===== src/rtl/fetch_queue_pkg.sv =====
// Shared constants for the fetch->decode queue: widths, nop filler values and predictor bundle layout.
// The packed bundle struct fixes the field offsets that fetch packs and decode unpacks.
package fetch_queue_pkg;

  localparam int INSTR_WIDTH = 32;
  localparam int PC_WIDTH    = 32;
  localparam int GHR_WIDTH   = 8;

  // Bit offsets of the predictor training bundle, LSB first
  localparam int META_TRAIN_VALID    = 0;
  localparam int META_TRAIN_PREDICT  = 1;
  localparam int META_GHR_LSB        = 2;
  localparam int META_GLOBAL_PREDICT = META_GHR_LSB + GHR_WIDTH;
  localparam int META_LOCAL_PREDICT  = META_GLOBAL_PREDICT + 1;
  localparam int META_SUCCESS_HIT    = META_LOCAL_PREDICT + 1;
  localparam int META_JAL            = META_SUCCESS_HIT + 1;
  localparam int FQ_META_WIDTH       = META_JAL + 1;

  localparam logic [INSTR_WIDTH-1:0] NOP_INSTR  = 32'h0000_0013;
  localparam logic [PC_WIDTH-1:0]    NOP_PC     = '0;
  localparam logic [PC_WIDTH-1:0]    NOP_NPC    = '0;
  localparam logic                   NOP_COMMIT = 1'b0;

  // Declared MSB first so each field lands on the offsets above
  typedef struct packed {
    logic                 jal;
    logic                 success_hit;
    logic                 local_predict;
    logic                 global_predict;
    logic [GHR_WIDTH-1:0] global_history;
    logic                 train_predict;
    logic                 train_valid;
  } fq_meta_t;

endpackage


===== src/rtl/fetch_queue_ptr.sv =====
// Read/write pointer pair for the fetch queue: wrap-bit pointers, full/empty and occupancy.
module fetch_queue_ptr
  import fetch_queue_pkg::*;
#(
  parameter int DEPTH = 4
) (
  input  logic                     clk_i,
  input  logic                     rst,
  input  logic                     clr,
  input  logic                     push,
  input  logic                     pop,
  output logic [$clog2(DEPTH):0]   rd_ptr,
  output logic [$clog2(DEPTH):0]   wr_ptr,
  output logic [$clog2(DEPTH):0]   count,
  output logic                     full,
  output logic                     empty
);

  localparam int AW = $clog2(DEPTH);
  localparam int PW = AW + 1;

  // Pointers carry one extra wrap bit, so they roll over modulo 2*DEPTH
  always_ff @(posedge clk_i) begin
    if (rst || clr) begin
      rd_ptr <= '0;
      wr_ptr <= '0;
    end else begin
      if (push) wr_ptr <= wr_ptr + PW'(1);
      if (pop)  rd_ptr <= rd_ptr + PW'(1);
    end
  end

  assign empty = (rd_ptr == wr_ptr);
  assign full  = (rd_ptr[AW-1:0] == wr_ptr[AW-1:0]) && (rd_ptr[AW] != wr_ptr[AW]);
  assign count = wr_ptr - rd_ptr;

endmodule


===== src/rtl/fetch_queue.sv =====
// Fetch->decode circular buffer; redirect flushes all entries.
// Define FETCH_QUEUE_PERF_EN to add saturating full-stall and flush cycle counters.
module fetch_queue
  import fetch_queue_pkg::*;
#(
  parameter int DEPTH   = 4,
  parameter int META_W  = FQ_META_WIDTH,
  parameter int INSTR_W = INSTR_WIDTH,
  parameter int PC_W    = PC_WIDTH
) (
  input  logic                    clk_i,
  input  logic                    rst,
  input  logic                    flush_i,
  input  logic                    F_valid_i,
  output logic                    F_ready_o,
  input  logic [INSTR_W-1:0]      F_instr_i,
  input  logic [PC_W-1:0]         F_PC_i,
  input  logic [PC_W-1:0]         F_nPC_i,
  input  logic                    F_commit_i,
  input  logic [META_W-1:0]       F_meta_i,
  input  logic                    decode_allow_in_i,
  output logic                    fetch_vaild_o,
  output logic [INSTR_W-1:0]      FD_instr_o,
  output logic [PC_W-1:0]         FD_PC_o,
  output logic [PC_W-1:0]         FD_nPC_o,
  output logic                    FD_commit_o,
  output logic [META_W-1:0]       FD_meta_o,
  output logic [$clog2(DEPTH):0]  fq_count_o
`ifdef FETCH_QUEUE_PERF_EN
  ,
  output logic [31:0]             fq_full_stall_o,
  output logic [31:0]             fq_flush_cnt_o
`endif
);

  localparam int AW = $clog2(DEPTH);

  logic [INSTR_W-1:0] mem_instr  [DEPTH];
  logic [PC_W-1:0]    mem_pc     [DEPTH];
  logic [PC_W-1:0]    mem_npc    [DEPTH];
  logic               mem_commit [DEPTH];
  logic [META_W-1:0]  mem_meta   [DEPTH];

  logic [AW:0] rd_ptr, wr_ptr;
  logic        full, empty, push, pop, wr_en;

  // Ready looks only at full, so decode never reaches back into fetch combinationally
  assign F_ready_o     = !full;
  assign fetch_vaild_o = !empty;
  assign push          = F_valid_i && F_ready_o;
  assign pop           = fetch_vaild_o && decode_allow_in_i;
  assign wr_en         = push && !flush_i && !rst;

  fetch_queue_ptr #(.DEPTH(DEPTH)) u_ptr (
    .clk_i  (clk_i),
    .rst    (rst),
    .clr    (flush_i),
    .push   (push),
    .pop    (pop),
    .rd_ptr (rd_ptr),
    .wr_ptr (wr_ptr),
    .count  (fq_count_o),
    .full   (full),
    .empty  (empty)
  );

  // Storage needs no reset: stale entries are hidden while the queue is empty
  always_ff @(posedge clk_i) begin
    if (wr_en) begin
      mem_instr [wr_ptr[AW-1:0]] <= F_instr_i;
      mem_pc    [wr_ptr[AW-1:0]] <= F_PC_i;
      mem_npc   [wr_ptr[AW-1:0]] <= F_nPC_i;
      mem_commit[wr_ptr[AW-1:0]] <= F_commit_i;
      mem_meta  [wr_ptr[AW-1:0]] <= F_meta_i;
    end
  end

  always_comb begin
    FD_instr_o  = INSTR_W'(NOP_INSTR);
    FD_PC_o     = PC_W'(NOP_PC);
    FD_nPC_o    = PC_W'(NOP_NPC);
    FD_commit_o = NOP_COMMIT;
    FD_meta_o   = '0;
    if (!empty) begin
      FD_instr_o  = mem_instr [rd_ptr[AW-1:0]];
      FD_PC_o     = mem_pc    [rd_ptr[AW-1:0]];
      FD_nPC_o    = mem_npc   [rd_ptr[AW-1:0]];
      FD_commit_o = mem_commit[rd_ptr[AW-1:0]];
      FD_meta_o   = mem_meta  [rd_ptr[AW-1:0]];
    end
  end

`ifdef FETCH_QUEUE_PERF_EN
  // Flush does not clear these; only reset does
  always_ff @(posedge clk_i) begin
    if (rst) begin
      fq_full_stall_o <= '0;
      fq_flush_cnt_o  <= '0;
    end else begin
      if (F_valid_i && full && (fq_full_stall_o != '1))
        fq_full_stall_o <= fq_full_stall_o + 32'd1;
      if (flush_i && (fq_flush_cnt_o != '1))
        fq_flush_cnt_o <= fq_flush_cnt_o + 32'd1;
    end
  end
`endif

endmodule


===== config.mk =====
export PLATFORM = sky130hd
export DESIGN_NAME = fetch_queue
export DESIGN_NICKNAME = d
export VERILOG_FILES = /design/src/rtl/fetch_queue_pkg.sv /design/src/rtl/fetch_queue_ptr.sv /design/src/rtl/fetch_queue.sv
export SDC_FILE = /design/constraint.sdc
export NUM_CORES = 1
export LEC_CHECK = 0
export BUFFER_PORTS_ARGS = -buffer_cell sky130_fd_sc_hd__buf_2
export CORE_MARGIN = 2
export CORE_UTILIZATION = 62
export CTS_BUF_LIST = sky130_fd_sc_hd__clkbuf_16
export DETAILED_ROUTE_END_ITERATION = 7
export GPL_TIMING_DRIVEN = 0
export PLACE_DENSITY = 0.85
export SYNTH_ARGS = -nofsm -noshare
export SYNTH_HDL_FRONTEND = slang
export SYNTH_SLANG_ARGS = --single-unit

===== constraint.sdc =====
create_clock -name clk_i -period 12.3 [get_ports clk_i]
set_clock_uncertainty 0.1 [all_clocks]
set_input_delay 1.23 -clock clk_i [delete_from_list [all_inputs] [get_ports clk_i]]
set_output_delay 1.23 -clock clk_i [all_outputs]
set_load 0.05 [all_outputs]

==> results of run 1 <==
==> cell type report <==
type	count	area [um^2]
plain buffers	36	253
fillers	1554	7080
clock inverters	33	205
inverters	10	42.5
clock buffers	45	1130
repair buffers	239	1380
diodes	5	12.5
multi-input cells	266	3570
well taps	378	473
flip-flops and latches	452	13500
==> state kept, by name, indices dropped and copies added, names as in the netlist, named ones only <==
register / count
mem_instr: 128
mem_pc: 128
mem_npc: 128
mem_commit: 4
u_ptr.wr_ptr: 3
mem_meta: 56
u_ptr.rd_ptr: 3
==> path summary, 6_finish.rpt <==
kind                                  end  cells past startpoint
max                          FD_nPC_o[20]                      5
min          u_ptr.wr_ptr[0]$_SDFFE_PP0P_                      2
max reg2reg      mem_npc[1][20]$_DFFE_PP_                      7
min reg2reg  u_ptr.wr_ptr[0]$_SDFFE_PP0P_                      2
==> power by group <==
group	leakage (nW)	internal, mW	switching [mW]	total [mW]
clock network	0.696	0.704	0.529	1.23
logic	2.40	0.0613	0.135	0.196
registers	4.08	1.71	0.00395	1.71
total	7.17	2.47	0.667	3.14
==> placed cells by master (no fill, tap or decap), types with 2 or more instances in the layout <==
| cell | Yosys | routed |
|---|---|---|
| buf_2 | 19 | 250 |
| nand4_1 | 2 | 2 |
| clkbuf_1 | 4 | 4 |
| buf_16 | 0 | 8 |
| o211ai_1 | 3 | 3 |
| xnor2_1 | 2 | 2 |
| diode_2 | 0 | 5 |
| a21oi_1 | 2 | 2 |
| mux2i_1 | 5 | 5 |
| or2_2 | 3 | 3 |
| clkbuf_16 | 0 | 45 |
| edfxtp_1 | 444 | 444 |
| clkinv_1 | 0 | 10 |
| ha_1 | 7 | 7 |
| inv_1 | 9 | 18 |
| bufinv_16 | 0 | 2 |
| clkinv_4 | 0 | 2 |
| and3_4 | 0 | 4 |
| mux4_2 | 111 | 111 |
| clkinv_2 | 0 | 9 |
| nand2_1 | 9 | 9 |
| and2_1 | 109 | 109 |
| buf_6 | 12 | 12 |
| dfxtp_1 | 8 | 8 |
==> routing by layer <==
| metal | wire (um) | vias to the layer above | share of wire | track usage |
|---|---|---|---|---|
| met1 | 13000 | 4305 | 0.39 | 0.299 |
| met4 | 1050 | 8 | 0.031 | 0.0862 |
| met2 | 17000 | 323 | 0.51 | 0.381 |
| met3 | 2220 | 80 | 0.066 | 0.0548 |
| met5 | 46 | - | 0.0014 | 0 |
| li1 | - | 3703 | - | - |
==> worst register-to-register path: stages, from the launching register on <==
cell,delay [ns]
dfxtp_1,0.38
inv_1,0.11
ha_1,0.32
and2_1,0.23
a21oi_1,0.47
and3_4,0.44
buf_16,0.32
buf_16,0.31
==> cell families after synthesis <==
| family | Yosys count | share of synthesized area |
|---|---|---|
| compound gates | 6 | 0.00238 |
| xor+xnor | 3 | 0.00195 |
| fa+ha+maj | 8 | 0.00621 |
| buf+inv | 46 | 0.0170 |
| flops | 452 | 0.778 |
| mux | 116 | 0.147 |
| simple gates | 133 | 0.0470 |
==> per-stage QoR <==
step           area, um^2  utilization
2_1_floorplan       17300            -
3_3_place_gp        19000        0.686
3_5_place_dp        19200        0.695
4_1_cts             20500        0.743
5_1_grt             20500        0.744
6_report            20500        0.744
==> results.ini, run 1 <==
[run_status]
status = finished, final reports clean

[min_path]
min_from = u_ptr.wr_ptr[0]$_SDFFE_PP0P_
hp-class = reg -> reg

[timing]
setup_ws_ns = 8.21
fmaxAchievable_mhz = 245
whs_ns = 0.405
worst_pin_slew_ns = 0.826
maxSlewHeadroom = 0.449
hold_viol_final = 0
fin_crit_ns = 4.09
tns_ns = 0
finalSetupViolCount = 0
fin_crit_sh = 0.332
slew_violations = 0
rsz0062_at_grt = false

[routing]
drtAntennaViolNets = 0
via_per_inst = 5.75
via_count = 8419
post_drt_wl_per_cell_um = 22.8
route.detailed.drc = 0
drt-total-wl_mm = 33.4
firstDrtPassIters = 5
first_iter_violations = 675

[place]
io_buffer_count = 231
globalplace.congestion = 0.804
dp_hpwl_mm = 21.2
dp.cells = 1381
place_worst_setup_slack_ns = 8.71

[clocking]
cts.clk_slew.worst_paths_ns = 0.06
htreeDepth = 2
cts_tree = yes
clockBufferDepth = 3
clk_latency_ns = 0.52
cts-hold-fix-buffers = 0
cts_resized = 0
cts-buffers-inserted = 44
cts.sinks = 452
clk_root_buffer_cell = clkbuf_16
cts_setup_buffers = 0

[die]
rows = 61
start_util = 0.627
die_area_um2 = 29300
fp.dieH_um = 171
fp.dieW_um = 171
io_pins = 232
coreArea_um2 = 27600

[synthesis]
yosysSeqAreaShare = 0.778
synth_edf_count = 444
synthTopCellsByArea = edfxtp_1 (77%), mux4_2 (14%), and2_1 (3.9%), dfxtp_1 (0.92%), buf_6 (0.78%)
yosys-top-cells-count = edfxtp_1 (444), mux4_2 (111), and2_1 (109)
yosysTopAreaCell = edfxtp_1
synth_flop_cell = edfxtp_1
synth_cells = 764
yosysUniqueCellTypes = 28
synth_top_cell_area_share = 0.769
avgSynthCellArea_um2 = 22.7
synth_most_common_cell = edfxtp_1
syn_nets = 888
synth_seq_cells = 452
syn_area_um2 = 17300
ys_warn_count = 0
async_reset_ff_frac = 0

[final_layout]
fin_nets = 1173
drive_gt1_frac = 0.417
final_cells = 1464
area_delta_synth_final_pct = 18.5

[worst_setup_path]
required_ns = 10.97
worst_ep_arrival_time_ns = 2.76
critPathMostFrequentCell = buf_2
cp_top_family = buffers and inverters
timing.rr.start = u_ptr.wr_ptr[0]$_SDFFE_PP0P_
path_cells = clkbuf_1 -> buf_2 -> mux4_2 -> and2_1 -> buf_2
cp_num_buf_inv = 3
worstSetupStartpointType = register
cpPeakStageDelay_ns = 0.63
critPathCaptureType = output pin
cp_max_fo = 10
crit_slowest_cell = clkbuf_1
critPathKind = reg -> out
r2r_slack_ns = 9.22

[global_routing]
grt_use_total = 0.229
antenna_found_initial = 9
grt_overflow = 0
grt_pass1_vias = 8873
grt_pass1_wl_mm = 49.6
grt_max_degree = 57

[power_and_ir_drop]
power_mw = 3.14
ir_drop_mv = 0.140
p_leak_nw = 7.17
power_density_nw_per_um2 = 153

[flow_run]
drv_cap = 0

No activity file was read; power rests on OpenSTA's default activity.
==> run 2: changes to the inputs <==
--- a/config.mk
+++ b/config.mk
@@ -7,11 +7,11 @@
 export LEC_CHECK = 0
 export BUFFER_PORTS_ARGS = -buffer_cell sky130_fd_sc_hd__buf_2
 export CORE_MARGIN = 2
-export CORE_UTILIZATION = 62
+export CORE_UTILIZATION = 52
 export CTS_BUF_LIST = sky130_fd_sc_hd__clkbuf_16
 export DETAILED_ROUTE_END_ITERATION = 7
 export GPL_TIMING_DRIVEN = 0
-export PLACE_DENSITY = 0.85
+export PLACE_DENSITY = 0.76
 export SYNTH_ARGS = -nofsm -noshare
 export SYNTH_HDL_FRONTEND = slang
 export SYNTH_SLANG_ARGS = --single-unit
==> constraint.sdc (replaced) <==
create_clock -name clk_i -period 3.5 [get_ports clk_i]
set_clock_uncertainty 0.1 [all_clocks]
set_input_delay 0.35 -clock clk_i [delete_from_list [all_inputs] [get_ports clk_i]]
set_output_delay 0.35 -clock clk_i [all_outputs]
set_load 0.05 [all_outputs]
==> run 2 against run 1 <==
  * Cell count up 12%
  * Highest routed layer is now met4
  * Register-to-register slack worse by 9.0 ns
  * Combinational power increased to 4.1 times the previous value
  * Count of clock-buffer cells in the layout grew 4
  * Power grew to 3.6 times the previous value
  * Largest power group unchanged
==> results.ini, run 2 (synthesized netlist as in run 1, its figures left out) <==
[run_status]
status = finished, final reports clean

[clocking]
htreeDepth = 2
cts_resized = 0
cts.clk_slew.worst_paths_ns = 0.06
clk_root_buffer_cell = clkbuf_16
cts_tree = yes
cts-buffers-inserted = 46
clk_latency_ns = 0.53
clockBufferDepth = 3
cts.sinks = 452

[global_routing]
grt_overflow = 0
grt_use_total = 0.205
antenna_found_initial = 1
grt_max_degree = 54
grt_pass1_wl_mm = 55.0
grt_pass1_vias = 9590

[worst_setup_path]
critical_path.endpoint = mem_pc[0][10]$_DFFE_PP_
critPathCaptureType = register
worst_ep_arrival_time_ns = 3.41
critPathKind = reg -> reg
cp_max_fo = 48
r2r_slack_ns = 0.18
worstSetupStartpointType = register
required_ns = 3.59
timing.rr.start = u_ptr.wr_ptr[0]$_SDFFE_PP0P_
r2r_cells = 7
crit_start = u_ptr.wr_ptr[0]$_SDFFE_PP0P_
r2r_end = mem_pc[0][10]$_DFFE_PP_

[timing]
fin_crit_ns = 3.32
rsz0062_at_grt = false
slew_violations = 0
worst_pin_slew_ns = 0.880
fmaxAchievable_mhz = 301
tns_ns = 0
setup_ws_ns = 0.182
hold_viol_final = 0
fin_crit_sh = 0.948
whs_ns = 0.0337
finalSetupViolCount = 0
maxSlewHeadroom = 0.413

[die]
start_util = 0.530
rows = 66
fp.dieH_um = 187
die_area_um2 = 34800
fp.dieW_um = 187
coreArea_um2 = 32700
io_pins = 232

[place]
dp.cells = 1445
dp_hpwl_mm = 20.7
placed_cell_area_um2 = 19300
globalplace.congestion = 0.760
io_buffer_count = 231
place_worst_setup_slack_ns = 0.165

[final_layout]
fin_nets = 1287
fillerInstances = 2166
design_area_um2 = 21800
drive_gt1_frac = 0.380
area_delta_synth_final_pct = 25.9
final_cell_mix = edfxtp_1 (444), buf_2 (250), dlygate4sd3_1 (112), mux4_2 (111), and2_1 (109)
layout_commonest_cell = edfxtp_1
fin_util = 0.668
final_cells = 1641

[routing]
via_count = 8893
drt-total-wl_mm = 35.2
first_iter_violations = 676
firstDrtPassIters = 5
drtAntennaViolNets = 0
route.detailed.drc = 0
via_per_inst = 5.42
post_drt_wl_per_cell_um = 21.5

[min_path]
hp-class = in -> reg

[power_and_ir_drop]
p_leak_nw = 7.68
power_mw = 11.4
ir_drop_mv = 0.477
power_density_nw_per_um2 = 522

[flow_run]
drv_cap = 0

-- run 2: final cells by class --
cell class / instances / area, um^2 / share of cell area
multi-input combinational: 266 / 3570 / 0.163
clock inverter: 34 / 204 / 0.00934
sequential: 452 / 13500 / 0.618
tap: 442 / 553 / 0.0253
timing repair buffer: 351 / 2490 / 0.114
antenna: 1 / 2.50 / 0.000115
clock buffer: 49 / 1230 / 0.0562
inverter: 10 / 42.5 / 0.00195
buffer: 36 / 253 / 0.0116
-- run 2: power breakdown --
part	internal [mW]	total, mW	switching (mW)	leakage (nW)
sequential	6.00	6.01	0.0129	4.08
combinational	0.297	0.796	0.499	2.86
clock	2.66	4.60	1.94	0.741
-- run 2: worst min path at each step --
stage,from,endpoint,slack (ns),cells after the start
final,rst,u_ptr.rd_ptr[0]$_SDFFE_PP0P_,0.03,3
after CTS,rst,register,0.008,3
after global placement,u_ptr.wr_ptr[0]$_SDFFE_PP0P_,u_ptr.wr_ptr[0]$_SDFFE_PP0P_,0.38,2
after detailed placement,u_ptr.rd_ptr[0]$_SDFFE_PP0P_,u_ptr.rd_ptr[0]$_SDFFE_PP0P_,0.42,2
after floorplan,F_commit_i,mem_commit[0]$_DFFE_PP_,0.35,0
after global routing,rst,register,0.04,3
-- run 2: layer usage --
layer	part of all wire	wire length, um	global-route usage	vias to the layer above
met5	0	0	0	-
met3	0.064	2260	0.0438	57
met1	0.40	14200	0.267	4582
met2	0.51	18100	0.356	328
met4	0.018	639	0.0504	0
li1	-	-	-	3926
-- run 2: worst max-delay path, cell delays in order (launching register included) --
cell,delay (ns)
dfxtp_1,0.39
inv_1,0.13
ha_1,0.33
and2_1,0.22
a21oi_1,0.51
and3_4,0.63
buf_12,0.31
buf_16,0.31
-- run 2: what timing repair did --
action	CTS	global route
hold endpoints to repair	445	0
setup buffers	0	0
hold buffers	112	0
